## src/rtl/zapper_shot_fsm.sv

```systemverilog
// Zapper light-gun shot sequencer: trigger pull -> blank frame -> sensor look -> result hold.
// Define ZAP_DEBOUNCE_EN to insert the trigger debouncer ahead of pull detection.
module zapper_shot_fsm #(
  parameter int unsigned BLANK_CYCLES    = 16,
  parameter int unsigned LOOK_CYCLES     = 32,
  parameter int unsigned HOLD_CYCLES     = 8,
  parameter int unsigned DEBOUNCE_CYCLES = 4
) (
  input  logic        clk,
  input  logic        rst,
  input  logic        sensor,
  input  logic        trigger,
  output logic        blank_req,
  output logic        busy,
  output logic [15:0] plyr_input
);

  localparam logic [1:0] IDLE  = 2'd0;
  localparam logic [1:0] BLANK = 2'd1;
  localparam logic [1:0] LOOK  = 2'd2;
  localparam logic [1:0] HOLD  = 2'd3;

  localparam logic [15:0] BLANK_LD = 16'(BLANK_CYCLES - 1);
  localparam logic [15:0] LOOK_LD  = 16'(LOOK_CYCLES - 1);
  localparam logic [15:0] HOLD_LD  = 16'(HOLD_CYCLES - 1);

  if (BLANK_CYCLES < 1 || BLANK_CYCLES > 65535) begin : g_bad_blank
    $error("BLANK_CYCLES out of range");
  end
  if (LOOK_CYCLES < 1 || LOOK_CYCLES > 65535) begin : g_bad_look
    $error("LOOK_CYCLES out of range");
  end
  if (HOLD_CYCLES < 1 || HOLD_CYCLES > 65535) begin : g_bad_hold
    $error("HOLD_CYCLES out of range");
  end
  if (DEBOUNCE_CYCLES < 1 || DEBOUNCE_CYCLES > 255) begin : g_bad_db
    $error("DEBOUNCE_CYCLES out of range");
  end

  logic        sens_s1_q, sens_s2_q;
  logic        trig_s1_q, trig_s2_q;
  logic [1:0]  rdy_q;
  logic        armed_q;
  logic        trig_prev_q;
  logic        trig_cond;
  logic        pull;

  logic [1:0]  state_q, state_d;
  logic [15:0] cnt_q, cnt_d;
  logic        hit_q, hit_d;
  logic [7:0]  shots_q, shots_d;

  // Pulls are only honoured once a released trigger has been seen after reset,
  // so a trigger held through reset release cannot fire a shot.
  always_ff @(posedge clk or negedge rst) begin
    if (!rst) begin
      sens_s1_q   <= 1'b0;
      sens_s2_q   <= 1'b0;
      trig_s1_q   <= 1'b0;
      trig_s2_q   <= 1'b0;
      rdy_q       <= '0;
      armed_q     <= 1'b0;
      trig_prev_q <= 1'b0;
    end else begin
      sens_s1_q   <= sensor;
      sens_s2_q   <= sens_s1_q;
      trig_s1_q   <= ~trigger;
      trig_s2_q   <= trig_s1_q;
      rdy_q       <= {rdy_q[0], 1'b1};
      armed_q     <= armed_q | (rdy_q[1] & ~trig_s2_q);
      trig_prev_q <= trig_cond;
    end
  end

`ifdef ZAP_DEBOUNCE_EN
  logic       db_q, db_d;
  logic [7:0] dbc_q, dbc_d;

  always_comb begin
    db_d  = db_q;
    dbc_d = '0;
    if (trig_s2_q != db_q) begin
      if (dbc_q == 8'(DEBOUNCE_CYCLES - 1)) begin
        db_d = trig_s2_q;
      end else begin
        dbc_d = dbc_q + 8'd1;
      end
    end
  end

  always_ff @(posedge clk or negedge rst) begin
    if (!rst) begin
      db_q  <= 1'b0;
      dbc_q <= '0;
    end else begin
      db_q  <= db_d;
      dbc_q <= dbc_d;
    end
  end

  assign trig_cond = db_q;
`else
  assign trig_cond = trig_s2_q;
`endif

  assign pull = trig_cond & ~trig_prev_q & armed_q;

  always_comb begin
    state_d = state_q;
    cnt_d   = cnt_q;
    hit_d   = hit_q;
    shots_d = shots_q;
    case (state_q)
      IDLE: begin
        if (pull) begin
          state_d = BLANK;
          cnt_d   = BLANK_LD;
        end
      end
      BLANK: begin
        if (cnt_q == '0) begin
          state_d = LOOK;
          cnt_d   = LOOK_LD;
        end else begin
          cnt_d = cnt_q - 16'd1;
        end
      end
      LOOK: begin
        // Sensor wins over timeout when both land in the same cycle.
        if (sens_s2_q || cnt_q == '0) begin
          state_d = HOLD;
          cnt_d   = HOLD_LD;
          hit_d   = sens_s2_q;
          shots_d = shots_q + 8'd1;
        end else begin
          cnt_d = cnt_q - 16'd1;
        end
      end
      HOLD: begin
        if (cnt_q == '0) begin
          state_d = IDLE;
          hit_d   = 1'b0;
        end else begin
          cnt_d = cnt_q - 16'd1;
        end
      end
      default: state_d = IDLE;
    endcase
  end

  always_ff @(posedge clk or negedge rst) begin
    if (!rst) begin
      state_q <= IDLE;
      cnt_q   <= '0;
      hit_q   <= 1'b0;
      shots_q <= '0;
    end else begin
      state_q <= state_d;
      cnt_q   <= cnt_d;
      hit_q   <= hit_d;
      shots_q <= shots_d;
    end
  end

  assign blank_req  = (state_q == BLANK);
  assign busy       = (state_q != IDLE);
  assign plyr_input = {shots_q, 5'b00000, busy,
                       (state_q == HOLD) & hit_q, (state_q == HOLD)};

endmodule
```

## config.mk

```make
export PLATFORM = sky130hd
export DESIGN_NAME = zapper_shot_fsm
export DESIGN_NICKNAME = d
export VERILOG_FILES = /design/src/rtl/zapper_shot_fsm.sv
export SDC_FILE = /design/constraint.sdc
export NUM_CORES = 1
export LEC_CHECK = 0
export CELL_PAD_IN_SITES_DETAIL_PLACEMENT = 0
export CELL_PAD_IN_SITES_GLOBAL_PLACEMENT = 1
export CORE_ASPECT_RATIO = 0.8
export CORE_MARGIN = 4
export CORE_UTILIZATION = 25
export CTS_CLUSTER_SIZE = 10
export DETAILED_ROUTE_END_ITERATION = 16
export GPL_ROUTABILITY_DRIVEN = 0
export HOLD_SLACK_MARGIN = 0.03
export PLACE_DENSITY = 0.6
export REMOVE_ABC_BUFFERS = 1
export SLEW_MARGIN = 5
export SYNTH_ARGS = -nofsm -noshare
export SYNTH_HDL_FRONTEND = slang
export SYNTH_SLANG_ARGS = --single-unit
```

## constraint.sdc

```tcl
create_clock -name clk -period 6.9 [get_ports clk]
set_input_delay 2.07 -clock clk [delete_from_list [all_inputs] [get_ports clk]]
set_output_delay 2.07 -clock clk [all_outputs]
set_load 0.01 [all_outputs]
```

After elaboration in Yosys (flattened, before gate mapping)
Index checks and enable logic that the tools add are counted.
{"block": "op_classes", "add_sub_neg": 2, "reduce_logical": 9, "muxes": 13, "bitwise_logic": 8, "eq_ne": 8}
{"operator": "$mux 16", "count": 4}
{"operator": "$pmux 16 s4", "count": 1}
{"operator": "$logic_not 16->1", "count": 1}
{"operator": "$sub 16x1->16 const B", "count": 1}
{"operator": "$add 8x1->8 const B", "count": 1}
{"operator": "$mux 2", "count": 4}
{"operator": "$pmux 2 s4", "count": 1}
{"operator": "$ne 2x2->1 const B", "count": 3}
{"operator": "$and 1x1->1", "count": 4}
{"operator": "$eq 2x2->1 const B", "count": 2}
{"operator": "$ne 2x1->1 const B", "count": 2}
{"operator": "$reduce_and 2->1", "count": 2}
{"operator": "$reduce_and 4->1", "count": 1}
{"operator": "$reduce_bool 2->1", "count": 2}
{"operator": "$not 1->1", "count": 3}
{"operator": "$reduce_and 3->1", "count": 1}
{"operator": "$eq 2x1->1 const B", "count": 1}
{"operator": "$logic_not 2->1", "count": 1}
{"operator": "$mux 1", "count": 2}
{"operator": "$pmux 1 s2", "count": 1}
{"operator": "$logic_or 1x1->1", "count": 1}
{"operator": "$or 1x1->1", "count": 1}
{"block": "word_totals", "wordCells": 51, "output_inout_bits": 18, "input_bits": 4, "regBits": 35}

Longest topological paths before layout
{"block": "depth", "ltp_word": 5, "depth_mapped": 7, "depth_no_buf": 7}

Worst setup path after synthesis
Ideal clock, no wire load.
{"block": "synth_path", "path_kind": "reg2out", "startpoint": "register state_q[1]", "endpoint": "output port plyr_input[1]", "stages_incl_launch_ff": 3, "required_ns": 4.830, "n_path_buf": 0, "slack_ns": 3.923, "arrival_ns": 0.907, "cell_sequence": "dfrtp_1 ha_1 and2_1"}
{"block": "synth_between", "elab_chain_len": 2}
{"item": "from (decl)", "line_no": "48", "rtl": "logic [1:0] state_q, state_d;"}
{"item": "from (signal assigned)", "line_no": "158", "rtl": "state_q <= state_d;"}
{"item": "$eq 2x2->1"}
{"item": "net plyr_input[0]", "line_no": "15", "rtl": "output logic [15:0] plyr_input"}
{"item": "$and 1x1->1", "line_no": "168", "rtl": "(state_q == HOLD) & hit_q, (state_q == HOLD)};"}
{"item": "to (decl)", "line_no": "15"}
The timed path passes the listed nets, and every way through them passes these cells.

Worst setup path in the final report
{"block": "layout_path", "startpoint": "register state_q[1]", "endpoint": "output port plyr_input[1]"}
{"block": "layout_between", "elab_chain_len": 2}
{"item": "$eq 2x2->1", "line_no": "168"}
{"item": "$and 1x1->1", "line_no": "168"}
Every way passes these cells.

==> impl_metrics.py <==
metrics = {
    "setup_path": {
        "critical_path.reg2reg.startpoint": "state_q[0]$_DFFE_PN0P_",
        "worst-endpoint-arrival_ns": 1.75,
        "timing.critical_path.from_type": "register",
        "r2r-end": "cnt_q[11]$_DFFE_PN0P_",
        "worstSetupPathType": "register to output port",
        "setup.reg_to_reg.worst_slack_ns": 4.25,
        "setup.worst_path.end_class": "output port",
        "crit_fanout": 7,
        "crit_required_ns": 4.83,
        "r2r.worst_path.cells": 7,
    },
    "pwr": {
        "total_power_mw": 1.14,
        "leakage_nw": 1.02,
        "power-per-cell-area_nw_per_um2": 500,
        "vdd_ir_drop_max_v": 0.000134,
    },
    "cts": {
        "cts.sinks": 35,
        "cts-hold-fix-buffers": 0,
        "clock_tree.buffer_depth": 2,
        "cts_post_setup_buffers_inserted": 0,
        "clock_tree.root_cell": "sky130_fd_sc_hd__clkbuf_8",
        "total_clock_buffers_created_by_cts": 5,
        "cts_htree_levels": 2,
        "post_cts_resized": 0,
        "cts_tree": "done",
        "clkTransAtPathRegs_ns": 0.08,
        "worst_skew_pair.late_latency_ns": 0.29,
    },
    "global_route": {
        "wire_length_of_the_first_global_routing_pass_mm": 7.58,
        "grt_start_max_net_pins": 36,
        "total_global_route_track_usage": 0.102,
        "first_global_vias": 1492,
        "grt_overflow": 0,
        "antenna_found_initial": 0,
    },
    "detailed_routing": {
        "detail_route.drc_violations": 0,
        "drt-total-wl_mm": 4.35,
        "drtPass1Iterations": 4,
        "dr.first_iter.drc_count": 74,
        "routedWlPerCell_um": 13.7,
        "postRouteAntennaNets": 0,
        "post_drt_via_cell_ratio": 4.68,
        "detailed_route_via_count": 1485,
    },
    "floorplanning": {
        "dieHeight_um": 87.1,
        "die_width_um": 107,
        "initial_core_util": 0.261,
        "core-area_sq_um": 7500,
        "pin_count": 22,
        "placementRows": 28,
        "area_of_the_die_sq_um": 9300,
    },
    "cells_and_area": {
        "post_route_cells_drive_above_1_share": 0.0896,
        "multi_input_gate_area_in_the_final_layout_sq_um": 996,
        "fillers": 800,
        "fin_nets": 223,
        "register_area_sq_um": 876,
        "stdcell_count": 317,
        "synthToLayoutAreaGrowth_pct": 16.9,
        "final_cell_area_sq_um": 2280,
        "diodes": 0,
    },
    "sta": {
        "finalHoldViolations": 0,
        "min_period_over_period": 0.553,
        "timing.fmax_mhz": 262,
        "finalCriticalPeriod_ns": 3.82,
        "setup_viol": 0,
        "setup_tns_ns": 0,
        "tightestPinTransition_ns": 0.798,
        "timing.final.max_slew_violations": 0,
        "setup_repair_after_global_routing_missed_its_margin": "no",
        "max-slew-margin-rel": 0.468,
        "clock-skew-final_ns": 0.00695,
    },
    "yosys": {
        "ys.warnings.count": 0,
        "synth_commonest_cells": "sky130_fd_sc_hd__dfrtp_1 (35), sky130_fd_sc_hd__o21ai_0 (15), sky130_fd_sc_hd__nor2_1 (14)",
        "synth_top_area_share": 0.448,
        "synth.largest_area_cell": "sky130_fd_sc_hd__dfrtp_1",
        "synth_top_cells_by_area": "sky130_fd_sc_hd__dfrtp_1 (45%), sky130_fd_sc_hd__ha_1 (5.1%), sky130_fd_sc_hd__o21ai_0 (3.8%), sky130_fd_sc_hd__xnor2_1 (3.1%), sky130_fd_sc_hd__a21o_1 (2.7%)",
        "netlist_area_sq_um": 1950,
        "most_frequently_used_cell_type_in_the_post_synthesis_netlist": "sky130_fd_sc_hd__dfrtp_1",
        "synth_async_sr_flop_share": 1.00,
        "synth_cell_types": 50,
        "seq_area_frac_synth": 0.448,
        "yosys_register_bits": 35,
        "syn_area_per_cell_sq_um": 10.1,
        "synth_edf_count": 0,
        "postSynth.topFlopCell": "sky130_fd_sc_hd__dfrtp_1",
        "postSynthCellCount": 193,
    },
    "run": {
        "drv_cap": 0,
    },
    "placement": {
        "placed_area_sq_um": 2190,
        "dp.cells": 309,
        "io_buffers": 16,
        "detailed_place_hpwl_mm": 3.15,
    },
    "run_status": {
        "outcome": "finished clean",
    },
    "hold_path": {
        "worst_hold_startpoint": "rdy_q[0]$_DFF_PN0_",
        "hp-class": "register to register",
        "hold_depth": 0,
        "worstHoldEndpoint": "rdy_q[1]$_DFF_PN0_",
    },
}
-- stage by stage --
stage,hold WS [ns],setup WS (ns),utilization
6_report,0.353,3.08,0.305
5_1_grt,0.367,2.99,0.305
2_1_floorplan,0.331,3.92,-
4_1_cts,0.355,3.07,0.305
3_3_place_gp,0.332,3.43,0.292
3_5_place_dp,0.336,3.38,0.292
-- power breakdown --
part | internal (mW) | switching (mW) | total (mW)
Sequential | 0.264 | 0.0661 | 0.330
Clock | 0.0722 | 0.0827 | 0.155
Combinational | 0.270 | 0.388 | 0.657
-- flip-flops by register name, indices dropped and copies added, names as in the netlist --
| register | flops |
|---|---|
| trig_cond | 1 |
| trig_prev_q | 1 |
| cnt_q | 16 |
| trig_s1_q | 1 |
| sens_s1_q | 1 |
| state_q | 2 |
| armed_q | 1 |
| rdy_q | 2 |
| shots_q | 8 |
| hit_q | 1 |
| sens_s2_q | 1 |
-- worst max path at each step --
stage                                 startpoint       endpoint  slack [ns]  cells after the start
after CTS                 state_q[1]$_DFFE_PN0P_  plyr_input[1]        3.07                      3
after detailed placement  state_q[1]$_DFFE_PN0P_  plyr_input[1]        3.38                      3
after global placement    state_q[1]$_DFFE_PN0P_  plyr_input[1]        3.43                      3
after floorplan           state_q[1]$_DFFE_PN0P_  plyr_input[1]        3.92                      2
final                     state_q[1]$_DFFE_PN0P_  plyr_input[1]        3.08                      3
after global routing      state_q[1]$_DFFE_PN0P_  plyr_input[1]        2.99                      3
-- critical path, stage by stage, from the launching register on --
cell and delay (ns):
sky130_fd_sc_hd__dfrtp_1 0.39, sky130_fd_sc_hd__ha_1 0.36, sky130_fd_sc_hd__and2_1 0.18, sky130_fd_sc_hd__clkdlybuf4s50_1 0.53
-- cell usage in the layout (no fill, tap or decap), types with 3 or more instances in the layout --
cell	synthesis	layout
sky130_fd_sc_hd__a21o_1	7	7
sky130_fd_sc_hd__a21oi_1	3	3
sky130_fd_sc_hd__a22o_1	4	4
sky130_fd_sc_hd__and2_1	3	3
sky130_fd_sc_hd__and3_1	5	5
sky130_fd_sc_hd__clkbuf_8	0	5
sky130_fd_sc_hd__clkdlybuf4s50_1	0	15
sky130_fd_sc_hd__conb_1	2	6
sky130_fd_sc_hd__dfrtp_1	35	35
sky130_fd_sc_hd__ha_1	8	8
sky130_fd_sc_hd__inv_1	9	9
sky130_fd_sc_hd__mux2i_1	3	3
sky130_fd_sc_hd__nand2_1	9	9
sky130_fd_sc_hd__nand3_1	7	7
sky130_fd_sc_hd__nor2_1	14	14
sky130_fd_sc_hd__nor3_1	7	7
sky130_fd_sc_hd__nor3b_1	3	3
sky130_fd_sc_hd__nor4_1	4	4
sky130_fd_sc_hd__o21ai_0	15	15
sky130_fd_sc_hd__xnor2_1	7	7
-- cell type report --
cell class / count / share of cell area
Timing Repair Buffer: 16 / 0.0679
Sequential cell: 35 / 0.383
Clock inverter: 3 / 0.0104
Clock buffer: 5 / 0.0301
Multi-Input combinational cell: 144 / 0.436
Inverter: 9 / 0.0148
Tap cell: 105 / 0.0575
-- routing by layer --
metal	vias up	part of all wire	track usage
li1	734	-	-
met1	727	0.54	0.147
met2	20	0.43	0.154
met3	4	0.025	0.0222
met4	0	0.0094	0.0314
met5	-	0	0
-- logic make-up after synthesis --
group / after synthesis / share of synthesized area
flip-flops: 35 / 0.448
AO/OA/AOI/OAI: 48 / 0.189
adder cells (fa/ha/maj): 8 / 0.0512
XOR/XNOR: 7 / 0.0314
AND/OR/NAND/NOR: 70 / 0.200
buffers and inverters: 18 / 0.0499
multiplexers: 5 / 0.0269
other: 2 / 0.00384
No activity file was read; power rests on OpenSTA's default activity.
